$ cat src/rtl/traffic_pkg.sv
// Shared definitions for the intersection scheduler: phase encoding,
// default timing width and the fixed phase succession.
package traffic_pkg;

   localparam int TW_DEFAULT = 16;

   localparam logic [2:0] ST_G1  = 3'd0;
   localparam logic [2:0] ST_Y1  = 3'd1;
   localparam logic [2:0] ST_AR1 = 3'd2;
   localparam logic [2:0] ST_G2  = 3'd3;
   localparam logic [2:0] ST_Y2  = 3'd4;
   localparam logic [2:0] ST_AR2 = 3'd5;

   // Unused codes fall back to all-red so the cycle restarts safely.
   function automatic logic [2:0] next_phase(input logic [2:0] ph);
      case (ph)
         ST_G1:   return ST_Y1;
         ST_Y1:   return ST_AR1;
         ST_AR1:  return ST_G2;
         ST_G2:   return ST_Y2;
         ST_Y2:   return ST_AR2;
         ST_AR2:  return ST_G1;
         default: return ST_AR2;
      endcase
   endfunction

endpackage

$ cat src/rtl/phase_timer.sv
// Elapsed-cycle counter for the current phase. It holds two limits that are
// captured in the first cycle of each phase and compares the count against them.
module phase_timer
   import traffic_pkg::*;
#(
   parameter int TW = TW_DEFAULT
) (
   input  logic          ck,
   input  logic          rst_n,
   input  logic          restart,
   input  logic [TW-1:0] lim_a_in,
   input  logic [TW-1:0] lim_b_in,
   output logic          at_a,
   output logic          reach_a,
   output logic          reach_b
);

   localparam logic [TW-1:0] ONE = TW'(1);

   logic [TW-1:0] e_q, e_d;
   logic [TW-1:0] lim_a_q, lim_a_d;
   logic [TW-1:0] lim_b_q, lim_b_d;
   logic [TW-1:0] lim_a, lim_b;
   logic          first;

   // The first cycle of a phase sees the live limits; later cycles see the captured copy.
   always_comb begin
      first   = (e_q == ONE);
      lim_a   = first ? lim_a_in : lim_a_q;
      lim_b   = first ? lim_b_in : lim_b_q;
      lim_a_d = lim_a;
      lim_b_d = lim_b;
      if (restart) begin
         e_d = ONE;
      end else if (&e_q) begin
         e_d = e_q;
      end else begin
         e_d = e_q + ONE;
      end
   end

   always_ff @(posedge ck or negedge rst_n) begin
      if (!rst_n) begin
         e_q     <= ONE;
         lim_a_q <= ONE;
         lim_b_q <= ONE;
      end else begin
         e_q     <= e_d;
         lim_a_q <= lim_a_d;
         lim_b_q <= lim_b_d;
      end
   end

   assign at_a    = (e_q == lim_a);
   assign reach_a = (e_q >= lim_a);
   assign reach_b = (e_q >= lim_b);

endmodule

$ cat src/rtl/intersection_sched.sv
// Two-road traffic-light scheduler: fixed six-phase cycle with demand-driven
// green extension, latched requests and per-phase captured timing.
module intersection_sched
   import traffic_pkg::*;
#(
   parameter int TW = TW_DEFAULT
) (
   input  logic          ck,
   input  logic          rst_n,
   input  logic          req1,
   input  logic          req2,
   input  logic [TW-1:0] min_g,
   input  logic [TW-1:0] max_g,
   input  logic [TW-1:0] yel_t,
   input  logic [TW-1:0] clr_t,
   output logic          g1,
   output logic          y1,
   output logic          r1,
   output logic          g2,
   output logic          y2,
   output logic          r2,
   output logic [2:0]    phase
);

   logic [2:0]    state_q, state_d;
   logic          pend1_q, pend1_d;
   logic          pend2_q, pend2_d;
   logic [TW-1:0] min_eff, max_eff, lim_a_in;
   logic          restart, exit_now, at_a, reach_a, reach_b;

   function automatic logic [TW-1:0] nz(input logic [TW-1:0] v);
      return (v == '0) ? TW'(1) : v;
   endfunction

   // Zero durations count as one cycle; a max below min collapses onto min.
   always_comb begin
      min_eff = nz(min_g);
      max_eff = nz(max_g);
      if (max_eff < min_eff) begin
         max_eff = min_eff;
      end
      case (state_q)
         ST_G1, ST_G2: lim_a_in = min_eff;
         ST_Y1, ST_Y2: lim_a_in = nz(yel_t);
         default:      lim_a_in = nz(clr_t);
      endcase
   end

   always_comb begin
      exit_now = 1'b0;
      case (state_q)
         ST_G1:                        exit_now = pend2_q && reach_a && (!req1 || reach_b);
         ST_G2:                        exit_now = pend1_q && reach_a && (!req2 || reach_b);
         ST_Y1, ST_Y2, ST_AR1, ST_AR2: exit_now = at_a;
         default:                      exit_now = 1'b1;
      endcase
      state_d = exit_now ? next_phase(state_q) : state_q;
      restart = (state_d != state_q);
      // A request arriving on the very edge its green starts survives the clear.
      pend1_d = req1 | (pend1_q & ~((state_d == ST_G1) && (state_q != ST_G1)));
      pend2_d = req2 | (pend2_q & ~((state_d == ST_G2) && (state_q != ST_G2)));
   end

   always_ff @(posedge ck or negedge rst_n) begin
      if (!rst_n) begin
         state_q <= ST_AR2;
         pend1_q <= 1'b0;
         pend2_q <= 1'b0;
      end else begin
         state_q <= state_d;
         pend1_q <= pend1_d;
         pend2_q <= pend2_d;
      end
   end

   phase_timer #(.TW(TW)) u_timer (
      .ck       (ck),
      .rst_n    (rst_n),
      .restart  (restart),
      .lim_a_in (lim_a_in),
      .lim_b_in (max_eff),
      .at_a     (at_a),
      .reach_a  (reach_a),
      .reach_b  (reach_b)
   );

   always_comb begin
      {g1, y1, r1, g2, y2, r2} = 6'b001001;
      case (state_q)
         ST_G1:   {g1, y1, r1, g2, y2, r2} = 6'b100001;
         ST_Y1:   {g1, y1, r1, g2, y2, r2} = 6'b010001;
         ST_G2:   {g1, y1, r1, g2, y2, r2} = 6'b001100;
         ST_Y2:   {g1, y1, r1, g2, y2, r2} = 6'b001010;
         default: {g1, y1, r1, g2, y2, r2} = 6'b001001;
      endcase
   end

   assign phase = state_q;

endmodule

$ cat config.mk
export PLATFORM = sky130hd
export DESIGN_NAME = intersection_sched
export DESIGN_NICKNAME = d
export VERILOG_FILES = /design/src/rtl/traffic_pkg.sv /design/src/rtl/phase_timer.sv /design/src/rtl/intersection_sched.sv
export SDC_FILE = /design/constraint.sdc
export NUM_CORES = 1
export LEC_CHECK = 0
export ABC_AREA = 1
export CORE_MARGIN = 2
export CORE_UTILIZATION = 40
export CTS_BUF_LIST = sky130_fd_sc_hd__clkbuf_4
export CTS_CLUSTER_SIZE = 12
export DETAILED_ROUTE_END_ITERATION = 7
export PLACE_DENSITY_LB_ADDON = 0.08
export SETUP_SLACK_MARGIN = 0.02
export SYNTH_ARGS = -nofsm -noshare
export SYNTH_HDL_FRONTEND = slang
export SYNTH_SLANG_ARGS = --single-unit
$ cat constraint.sdc
create_clock -name ck -period 4.12 [get_ports ck]
set_clock_uncertainty 0.2 [all_clocks]
set_input_delay 0.824 -clock ck [delete_from_list [all_inputs] [get_ports ck]]
set_output_delay 0.824 -clock ck [all_outputs]
set_load 0.05 [all_outputs]
==> summary.md <==
| Metric | Value |
|---|---|
| Port bufs | `76` |
| Avg WL per Cell | `around 16 um` |
| Number of vias per cell | `5.102` |
| Placed cell count | `930` |
| Critical Path Sink Type | `register` |
| Pint | `1.160 mW` |
| Worst-Skew Late Latency | `0.39 ns` |
| Worst Path Max Fanout | `5` |
| First-pass GRT wire length | `23,540 um` |
| Slew Viols, Final | `0` |
| Metal-1 WL | `7303 um` |
| Worst Reg-to-Reg Cells | `21` |
| Mapped cell area | `0.004782 mm^2` |
| Fin worst setup slack | `0.2370 ns` |
| Initial Utilization | `41.35%` |
| Floorplan row count | `39` |
| Max_cap viols | `0` |
| Met2 routed WL | `between 6000 and 7000 um` |
| P_leak | `~3.4 nW` |
| Die Y | `113.3 um` |
| Worst Max-Slew Pin Slew | `0.5216 ns` |
| Ant. Diodes | `0` |
| Grt ovf | `0` |
| Clk root buf | `clkbuf_4` |
| Register share of total power | `38.9%` |
| Post-route DRC violation count | `0` |
| Clock Power Share | `about 12%` |
| Post-Syn Nets | `780` |
| Most frequent cells in the layout | `nand2_1, nor2_1, inv_1, buf_4, dfrtp_1` |
| Clock slew at reported path FFs | `0.15 ns` |
| Slowest cell on crit path | `ha_4` |
| Final Setup Violations | `0` |
| Layout Nets | `923` |
| Die W | `roughly 110 um` |
| Critical Path Start | `min_g[11]` |
| Avg Synthesized Cell Area | `between 7 and 8 um^2` |
| Initial antenna violation count | `0` |
| RR Startpoint | `phase[0]$_DFF_PN1_` |
| CTS Sinks | `53` |
| # hold bufs at CTS | `0` |
| Sw Share | `between 30% and 40%` |
| Post-Layout Cell Count | `949` |
| Peak Freq | `257.5 MHz` |
| Dpl hpwl | `11,830 um` |
| IO Count | `77` |
| Syn-to-layout area delta | `37.83%` |
| Placeable Area | `around 0.012 mm^2` |
| Post-route antenna net violation count | `0` |
| Via count | `4,842` |
| GRT Overall Usage | `roughly 23%` |
| Routed WL | `between 10,000 and 15,000 um` |
| Kind of critical path | `primary input to register` |
| Most common cell after layout, fill and taps aside | `nand2_1` |
| DR top layer | `met4` |
| CTS H-tree depth | `2` |
| Initial DRC Count | `between 200 and 300` |
| Cells after Synth | `663` |
| Comb pwr share | `48.9%` |
| Gpl congestion | `0.9173` |
| Largest net degree at the start of global routing | `38` |
| Die area | `0.01285 mm^2` |
| Pre-Repair DR Iteration Count | `4` |
| Sequential cell area fraction in the yosys report | `27.86%` |
| Vias in the first global route | `4,826` |
| Minimum clock period after layout | `3.883 ns` |
| Psw | `0.7499 mW` |
| Hold/Removal Path Class | `primary input to asynchronous set/reset pin` |
| Worst ir drop on vdd | `around 220 uV` |
| Setup crit start kind | `primary input` |
| TritonCTS clock tree | `built` |
| Crit path required time | `roughly 4.3 ns` |
| Setup WS pre-CTS | `-0.5141 ns` |
| Synth unique cells | `48` |
| Hold Vio Cnt, Final | `0` |
| Fin crit share | `between 90% and 100%` |
| Worst path max stage delay | `0.28 ns` |
| Max_slew headroom | `around 65%` |
| Worst Path Arrival | `4.01 ns` |
| Synthesis-stage register bit count | `53` |
| Proportion of layout cells with a drive suffix above 1 | `28.04%` |
| Setup TNS | `0 ns` |
| Ys Warns | `0` |
| PD cells | `289.8 mW/mm^2` |
| Status | `completed` |
| WL met3 | `roughly 570 um` |
| Bufs on Longest Clock Path | `2` |
| Total clock buffers created by CTS | `5` |
## worst max-delay path, delay by kind of cell
kind,cells,cell delay (ns)
buffers and inverters,5,0.76
AO/OA/AOI/OAI,6,0.90
AND/OR/NAND/NOR,12,1.01
adder cells (fa/ha/maj),2,0.54
## power groups by stage
stage,combinational [mW],sequential (mW),clock (mW)
6_report,0.934,0.744,0.232
5_1_grt,1.07,0.759,0.259
4_1_cts,0.869,0.741,0.241
3_5_place_dp,0.848,0.753,0
3_3_place_gp,0.815,0.748,0
2_1_floorplan,0.566,0.726,0
## path summary, 6_finish.rpt
path / end / slack, ns
max reg2reg: phase[0]$_DFF_PN1_ / 0.32
max: phase[0]$_DFF_PN1_ / 0.24
min in group ck: pend2_q$_DFF_PN0_ / 0.30
min reg2reg: pend2_q$_DFF_PN0_ / 0.30
max in group asynchronous: phase[0]$_DFF_PN1_ / 2.68
min: u_timer.lim_a_q[1]$_DFF_PN0_ / 0.17
## final cells by class
cell class | instances | area [um^2]
fill | 1144 | 4974
clock inverter | 1 | 5.005
tap | 143 | 178.9
sequential | 53 | 1333
multi-input combinational | 475 | 3064
clock buffer | 6 | 45.04
inverter | 106 | 400.4
timing repair buffer | 165 | 1565
## logic make-up (layout without fill, tap and decap cells)
group                      after synthesis  count (layout)  synth area share (%)
and+or+nand+nor                        297             298                 28.52
buffers and inverters                  136             278                 12.69
AOI/OAI and AO/OA                      121             121                 16.77
DFF                                     53              53                 27.87
adders and majority gates               49              49                 12.82
xor gates and xnor gates                 6               6                 1.099
muxes                                    1               1                0.2355
## per-layer routing
| metal | vias to the layer above | track usage [%] |
|---|---|---|
| met5 | - | 0 |
| met4 | 0 | 4.715 |
| met1 | 2266 | 32.92 |
| met3 | 19 | 3.214 |
| li1 | 2444 | - |
| met2 | 113 | 37.72 |
## registers in the layout, summed over array words and instances (netlist names)
signal,count
u_timer.e_q,16
pend1_q,1
u_timer.lim_b_q,16
phase,3
u_timer.lim_a_q,16
pend2_q,1
## cell usage after synthesis, drive strengths merged
cell type,instances,area [um^2]
buf,12,133.9
ha,49,613.1
or2,3,18.77
o22ai,2,18.77
xor2,6,52.55
o211ai,1,7.510
nor2,106,420.4
clkinv,1,3.750
nor4,13,93.84
a21oi,36,240.2
a211oi,3,22.52
mux2,1,11.26
nand4,10,62.56
a22o,1,8.760
nand2,124,483.0
nand3,31,225.2
nor3,10,60.06
o221a,2,22.52
o21ai,56,284.0
dfrtp,48,1201
o21bai,6,48.80
a21boi,1,7.510
o21a,2,15.01
a41oi,2,17.52
inv,105,396.6
dfstp,5,131.4
clkbuf,18,72.57
a221oi,1,8.760
a31oi,8,100.1
## through the flow
stage | power (mW) | area, um^2 | utilization, % | hold WS [ns]
2_1_floorplan | 1.292 | 4785 | - | 0.2416
3_3_place_gp | 1.563 | 6123 | 52.95 | 0.2578
3_5_place_dp | 1.601 | 6123 | 52.95 | 0.2678
4_1_cts | 1.852 | 6201 | 53.62 | 0.1812
5_1_grt | 2.083 | 6591 | 56.99 | 0.1898
6_report | 1.910 | 6591 | 56.99 | 0.1727
## repair_timing
item | in CTS | in global routing
buffers inserted | 1 | 9
resized for setup | 18 | 76
setup endpoints to repair | 20 | 21
pin swaps | 7 | 51
gates cloned | 0 | 2
(Power assumes the default switching activity.)
